## src/rtl/vga_timing_ctrl_pkg.sv

```systemverilog
// Shared types, default 640x480@60 raster timing and width helpers for the VGA timing controller.
package vga_timing_ctrl_pkg;

  typedef enum logic [1:0] {
    PH_VIS  = 2'd0,
    PH_FP   = 2'd1,
    PH_SYNC = 2'd2,
    PH_BP   = 2'd3
  } phase_e;

  localparam int unsigned DFLT_H_VIS  = 640;
  localparam int unsigned DFLT_H_FP   = 16;
  localparam int unsigned DFLT_H_SYNC = 96;
  localparam int unsigned DFLT_H_BP   = 48;
  localparam int unsigned DFLT_V_VIS  = 480;
  localparam int unsigned DFLT_V_FP   = 10;
  localparam int unsigned DFLT_V_SYNC = 2;
  localparam int unsigned DFLT_V_BP   = 33;
  localparam int unsigned DFLT_DIV    = 2;
  localparam int unsigned DFLT_CW     = 10;

  // Full period of one axis (visible + porches + sync).
  function automatic int unsigned axis_total(input int unsigned vis, input int unsigned fp,
                                             input int unsigned sync, input int unsigned bp);
    return vis + fp + sync + bp;
  endfunction

  // Register width able to hold 0..n-1, never narrower than one bit.
  function automatic int unsigned cnt_width(input int unsigned n);
    return (n > 1) ? $clog2(n) : 1;
  endfunction

endpackage

```

## src/rtl/vga_timing_ctrl_mod_counter_en.sv

```systemverilog
// Modulo-N counter with synchronous clear, count enable and a combinational carry on the wrap.
module mod_counter_en #(
  parameter int unsigned N = 2,
  parameter int unsigned W = 1
) (
  input  logic         clk,
  input  logic         rst,
  input  logic         clr,
  input  logic         en,
  output logic [W-1:0] nxt_c,
  output logic         wrap_c
);

  logic [W-1:0] cnt;

  assign wrap_c = en && (cnt == W'(N - 1));

  always_comb begin
    nxt_c = cnt;
    if (clr || wrap_c) begin
      nxt_c = '0;
    end else if (en) begin
      nxt_c = cnt + W'(1);
    end
  end

  always_ff @(posedge clk or posedge rst) begin
    if (rst) begin
      cnt <= '0;
    end else begin
      cnt <= nxt_c;
    end
  end

endmodule

```

## src/rtl/vga_timing_ctrl.sv

```systemverilog
// VGA raster sequencer: pixel-rate prescaler, h/v modulo counters, phase FSMs and registered sync/video outputs.
module vga_timing_ctrl
  import vga_timing_ctrl_pkg::*;
#(
  parameter int unsigned H_VIS  = DFLT_H_VIS,
  parameter int unsigned H_FP   = DFLT_H_FP,
  parameter int unsigned H_SYNC = DFLT_H_SYNC,
  parameter int unsigned H_BP   = DFLT_H_BP,
  parameter int unsigned V_VIS  = DFLT_V_VIS,
  parameter int unsigned V_FP   = DFLT_V_FP,
  parameter int unsigned V_SYNC = DFLT_V_SYNC,
  parameter int unsigned V_BP   = DFLT_V_BP,
  parameter int unsigned DIV    = DFLT_DIV,
  parameter int unsigned CW     = DFLT_CW
) (
  input  logic          clk,
  input  logic          i_rst,
  input  logic          i_en,
  output logic          o_pix_tick,
  output logic [CW-1:0] o_x,
  output logic [CW-1:0] o_y,
  output logic          o_hsync,
  output logic          o_vsync,
  output logic          o_video_on,
  output logic          o_frame_start
);

  localparam int unsigned H_TOTAL = axis_total(H_VIS, H_FP, H_SYNC, H_BP);
  localparam int unsigned V_TOTAL = axis_total(V_VIS, V_FP, V_SYNC, V_BP);
  localparam int unsigned PW      = cnt_width(DIV);

  logic          tick_c;
  logic          h_wrap_c;
  logic          v_wrap_c;
  logic          v_en_c;
  logic [PW-1:0] p_nxt_c;
  logic [CW-1:0] h_nxt_c;
  logic [CW-1:0] v_nxt_c;
  logic          unused_presc;

  phase_e h_state, h_state_n;
  phase_e v_state, v_state_n;

  // Map a count onto its phase; boundaries are the cumulative phase lengths.
  function automatic phase_e decode(input logic [CW-1:0] c, input int unsigned vis,
                                    input int unsigned fp, input int unsigned sync);
    phase_e ph;
    if (c < CW'(vis)) begin
      ph = PH_VIS;
    end else if (c < CW'(vis + fp)) begin
      ph = PH_FP;
    end else if (c < CW'(vis + fp + sync)) begin
      ph = PH_SYNC;
    end else begin
      ph = PH_BP;
    end
    return ph;
  endfunction

  mod_counter_en #(.N(DIV), .W(PW)) u_presc (
    .clk    (clk),
    .rst    (i_rst),
    .clr    (1'b0),
    .en     (i_en),
    .nxt_c  (p_nxt_c),
    .wrap_c (tick_c)
  );

  mod_counter_en #(.N(H_TOTAL), .W(CW)) u_hcnt (
    .clk    (clk),
    .rst    (i_rst),
    .clr    (1'b0),
    .en     (tick_c),
    .nxt_c  (h_nxt_c),
    .wrap_c (h_wrap_c)
  );

  assign v_en_c = tick_c & h_wrap_c;

  mod_counter_en #(.N(V_TOTAL), .W(CW)) u_vcnt (
    .clk    (clk),
    .rst    (i_rst),
    .clr    (1'b0),
    .en     (v_en_c),
    .nxt_c  (v_nxt_c),
    .wrap_c (v_wrap_c)
  );

  assign unused_presc = ^p_nxt_c;

  always_ff @(posedge clk or posedge i_rst) begin
    if (i_rst) begin
      h_state <= PH_VIS;
      v_state <= PH_VIS;
    end else begin
      h_state <= h_state_n;
      v_state <= v_state_n;
    end
  end

  // Phases only move when their counter moves, so they track the next-state counts.
  always_comb begin
    h_state_n = h_state;
    v_state_n = v_state;
    if (tick_c) begin
      h_state_n = decode(h_nxt_c, H_VIS, H_FP, H_SYNC);
    end
    if (v_en_c) begin
      v_state_n = decode(v_nxt_c, V_VIS, V_FP, V_SYNC);
    end
  end

  // Output registers; frozen (pulses low) while the run enable is off.
  always_ff @(posedge clk or posedge i_rst) begin
    if (i_rst) begin
      o_pix_tick    <= 1'b0;
      o_frame_start <= 1'b0;
      o_x           <= '0;
      o_y           <= '0;
      o_hsync       <= 1'b1;
      o_vsync       <= 1'b1;
      o_video_on    <= 1'b0;
    end else begin
      o_pix_tick    <= tick_c;
      o_frame_start <= v_wrap_c;
      if (i_en) begin
        o_x        <= h_nxt_c;
        o_y        <= v_nxt_c;
        o_hsync    <= (h_state_n != PH_SYNC);
        o_vsync    <= (v_state_n != PH_SYNC);
        o_video_on <= (h_state_n == PH_VIS) && (v_state_n == PH_VIS);
      end
    end
  end

endmodule
```

## config.mk

```make
export PLATFORM = sky130hd
export DESIGN_NAME = vga_timing_ctrl
export DESIGN_NICKNAME = d
export VERILOG_FILES = /design/src/rtl/vga_timing_ctrl_pkg.sv /design/src/rtl/vga_timing_ctrl_mod_counter_en.sv /design/src/rtl/vga_timing_ctrl.sv
export SDC_FILE = /design/constraint.sdc
export NUM_CORES = 1
export LEC_CHECK = 0
export CORE_UTILIZATION = 40
export DETAILED_ROUTE_END_ITERATION = 8
export SLEW_MARGIN = 20
export SYNTH_ARGS = -nofsm -noshare
export SYNTH_HDL_FRONTEND = slang
export SYNTH_SLANG_ARGS = --single-unit
export TNS_END_PERCENT = 10
```

## constraint.sdc

```tcl
create_clock -name clk -period 7.1 [get_ports clk]
set_clock_uncertainty 0.1 [all_clocks]
set_input_delay 1.42 -clock clk [delete_from_list [all_inputs] [get_ports clk]]
set_output_delay 1.42 -clock clk [all_outputs]
set_load 0.02 [all_outputs]
```

==> impl_metrics.env <==
export IMPL_outcome="finished, final reports clean"
export IMPL_route_detailed_drc=0
export IMPL_area_sequential_um2=1250
export IMPL_grt_pass1_wl_um=8490
export IMPL_critPathMaxFanout=42
export IMPL_nets=259
export IMPL_required_ns=7.20
export IMPL_finalWeightedCongestion=0.826
export IMPL_pwr_density_cell_nw_per_um2=247
export IMPL_viasPerCell=5.48
export IMPL_ys_warn_count=0
export IMPL_stdcell_count=326
export IMPL_final_cell_area_um2=2850
export IMPL_coreArea_um2=5640
export IMPL_max_freq_mhz=236
export IMPL_h_tree_depth=2
export IMPL_setup_viol=0
export IMPL_ant_nets=0
export IMPL_worstSetupPathType="input port to flop"
export IMPL_synth_mux_area_share_pct=4.21
export IMPL_holdBufCountCts=0
export IMPL_wl_per_cell_um=15.1
export IMPL_cp_slowest_stage_delay_ns=0.61
export IMPL_power_mw=0.706
export IMPL_first_pass_iters=4
export IMPL_track_usage_pct=17.5
export IMPL_place_area_um2=2740
export IMPL_syn_avg_cell_area_um2=10.7
export IMPL_synthDistinctLibCells=53
export IMPL_fin_crit_ns=4.23
export IMPL_dp_final_hpwl_um=3450
export IMPL_path_clk_slew_ns=0.09
export IMPL_min_period_over_period_pct=59.6
export IMPL_dr_total_vias=1788
export IMPL_synth_area_leader_cell="dfrtp_1"
export IMPL_drive_gt1_share_pct=15.0
export IMPL_synth_top_area_share_pct=49.8
export IMPL_syn_nets=232
export IMPL_overflow=0
export IMPL_fill_cells=535
export IMPL_start_util_pct=42.7
export IMPL_drv_slew=0
export IMPL_dp_cells=318
export IMPL_synth_area_leaders="dfrtp_1, mux2_2, nor2_1"
export IMPL_post_cts_buffers=0
export IMPL_die_h_um=79.6
export IMPL_synth_simple_area_share_pct=20.4
export IMPL_whs_endpoint="o_hsync"
export IMPL_worst_setup_path_start_kind="input port"
export IMPL_synth_edff_count=0
export IMPL_hold_viol=0
export IMPL_final_cell_mix="dfrtp_1, clkdlybuf4s50_1, nor2_1"
export IMPL_synthCells=226
export IMPL_cts_sinks=50
export IMPL_grt_setup_unrepaired="false"
export IMPL_ys_dominant_reg_cell="dfrtp_1"
export IMPL_synth_seq_cells=50
export IMPL_hold_path_class="flop to flop"
export IMPL_peakVddDrop_v=0.000151
export IMPL_clockRootBuffer="clkbuf_8"
export IMPL_rr_worst_depth=8
export IMPL_cp_arrival_ns=4.33
export IMPL_die_area_um2=6340
export IMPL_io_pins=28
export IMPL_p_leak_nw=1.24
export IMPL_synth_compound_area_share_pct=14.7
export IMPL_cts_buffers=5
export IMPL_synthArstFlopShare_pct=100
export IMPL_drt_wl_total_um=4930
export IMPL_synth_top_family_by_area="simple AND/OR/NAND/NOR gates"
export IMPL_grt_start_max_net_pins=51
export IMPL_synthAdderAreaFrac_pct=1.56
export IMPL_rows=27
export IMPL_tritoncts="built"
export IMPL_clk_latency_ns=0.31
export IMPL_final_common_cell="dfrtp_1"
export IMPL_antenna_found_initial=0
export IMPL_synth_xor_area_share_pct=2.91
export IMPL_whs_path_depth=2
export IMPL_finalSetupTns_ns=0
export IMPL_cts_repair_resized=0
export IMPL_cp_slowest_cell="or4_4"
export IMPL_worstReg2RegEnd="o_video_on"
export IMPL_port_buffers=27
export IMPL_final_util_pct=50.6
export IMPL_multi_input_area_um2=1060
export IMPL_cp_end_kind="flop"
export IMPL_whs_ns=0.397
export IMPL_worst_slack_ns=2.87
export IMPL_ctsLongestPathBuffers=2
export IMPL_ff2ff_setup_slack_ns=4.24
export IMPL_diodes=0
export IMPL_syn_to_final_growth_pct=18.4
export IMPL_die_w_um=79.6
export IMPL_place_ws_ns=2.57
export IMPL_syn_cell_area_um2=2410
export IMPL_grt_pass1_vias=1752
export IMPL_crit_chain="clkdlybuf4s50_1 > buf_4 > and3_1 > nand4_4 > or4_4 > a221oi_2 > o211ai_1 > a21o_1 > inv_2 > o41ai_2"
export IMPL_min_from="o_hsync"
export IMPL_worst_pin_slew_ns=0.843
export IMPL_max_slew_margin_pct=43.8
export IMPL_max_cap_violations=0
export IMPL_drt_iter0_markers=153
export IMPL_r2r_start="u_hcnt.cnt[5]"
export IMPL_ys_seq_area_share_pct=52.0
[synth_stat cells (2+ instances only)]
library cell  count
nand4_1           6
a22oi_2           2
or4_1             4
a21o_1            2
nor2_1           21
mux2_2            9
o21a_1            2
a21oi_1          10
ha_1              3
and3_1            2
nand3_1           8
buf_1             2
o211ai_1          3
dfrtp_1          48
nand4b_1          2
nand2_1          16
dfstp_2           2
a31oi_1           9
buf_2             2
and2_1            2
xnor2_1           5
or4_4             2
o21ai_0           7
inv_1            15
or3_2             2
clkbuf_1          3
xor2_1            3
o31ai_1           6
or3_1             4
[critical path: cells and delay by family]
kind | cells | cell delay, ns
compound gates | 4 | 0.77
simple gates | 3 | 1.24
buf+inv | 3 | 0.89
[state kept, by name, indices dropped and copies added (netlist names)]
name,count
o_pix_tick,1
v_state,2
u_vcnt.cnt,10
o_vsync,1
u_hcnt.cnt,10
o_x,10
o_hsync,1
h_state,2
o_video_on,1
u_presc.cnt,1
o_frame_start,1
o_y,10
[cell families after synthesis]
kind of cell | count (synthesis)
AOI/OAI and AO/OA | 50
xor gates and xnor gates | 8
adders and majority gates | 3
buffers and inverters | 24
DFF | 50
muxes | 9
and+or+nand+nor | 82
[routing by layer]
layer	track usage, %	share of wire, %
met5	0	0
met3	4.00	3.9
met2	25.0	43
met1	26.1	51
met4	5.64	1.5
[area by class of cell]
type	instances	share of cell area (%)
clock buffers	5	2.41
clock inverters	3	1.58
inverters	16	2.15
multi-input cells	152	37.0
flip-flops and latches	50	43.9
well taps	72	3.16
repair buffers	28	9.74
[how the worst max path moves through the flow]
stage	from	slack (ns)	cells after the start	end
after floorplan	i_en	3.85	8	o_video_on
after detailed placement	i_en	2.57	9	o_video_on
after global routing	i_en	2.67	10	o_video_on
after global placement	i_en	2.63	10	o_video_on
after CTS	i_en	2.88	10	o_video_on
final	i_en	2.87	10	o_video_on
[report_power, final]
| part | switching (mW) | leakage, nW | internal, mW |
|---|---|---|---|
| registers | 0.0299 | 0.644 | 0.321 |
| logic | 0.0828 | 0.545 | 0.0685 |
| clock network | 0.0981 | 0.0504 | 0.105 |
| total | 0.211 | 1.24 | 0.495 |
No activity file was read; power rests on OpenSTA's default activity.
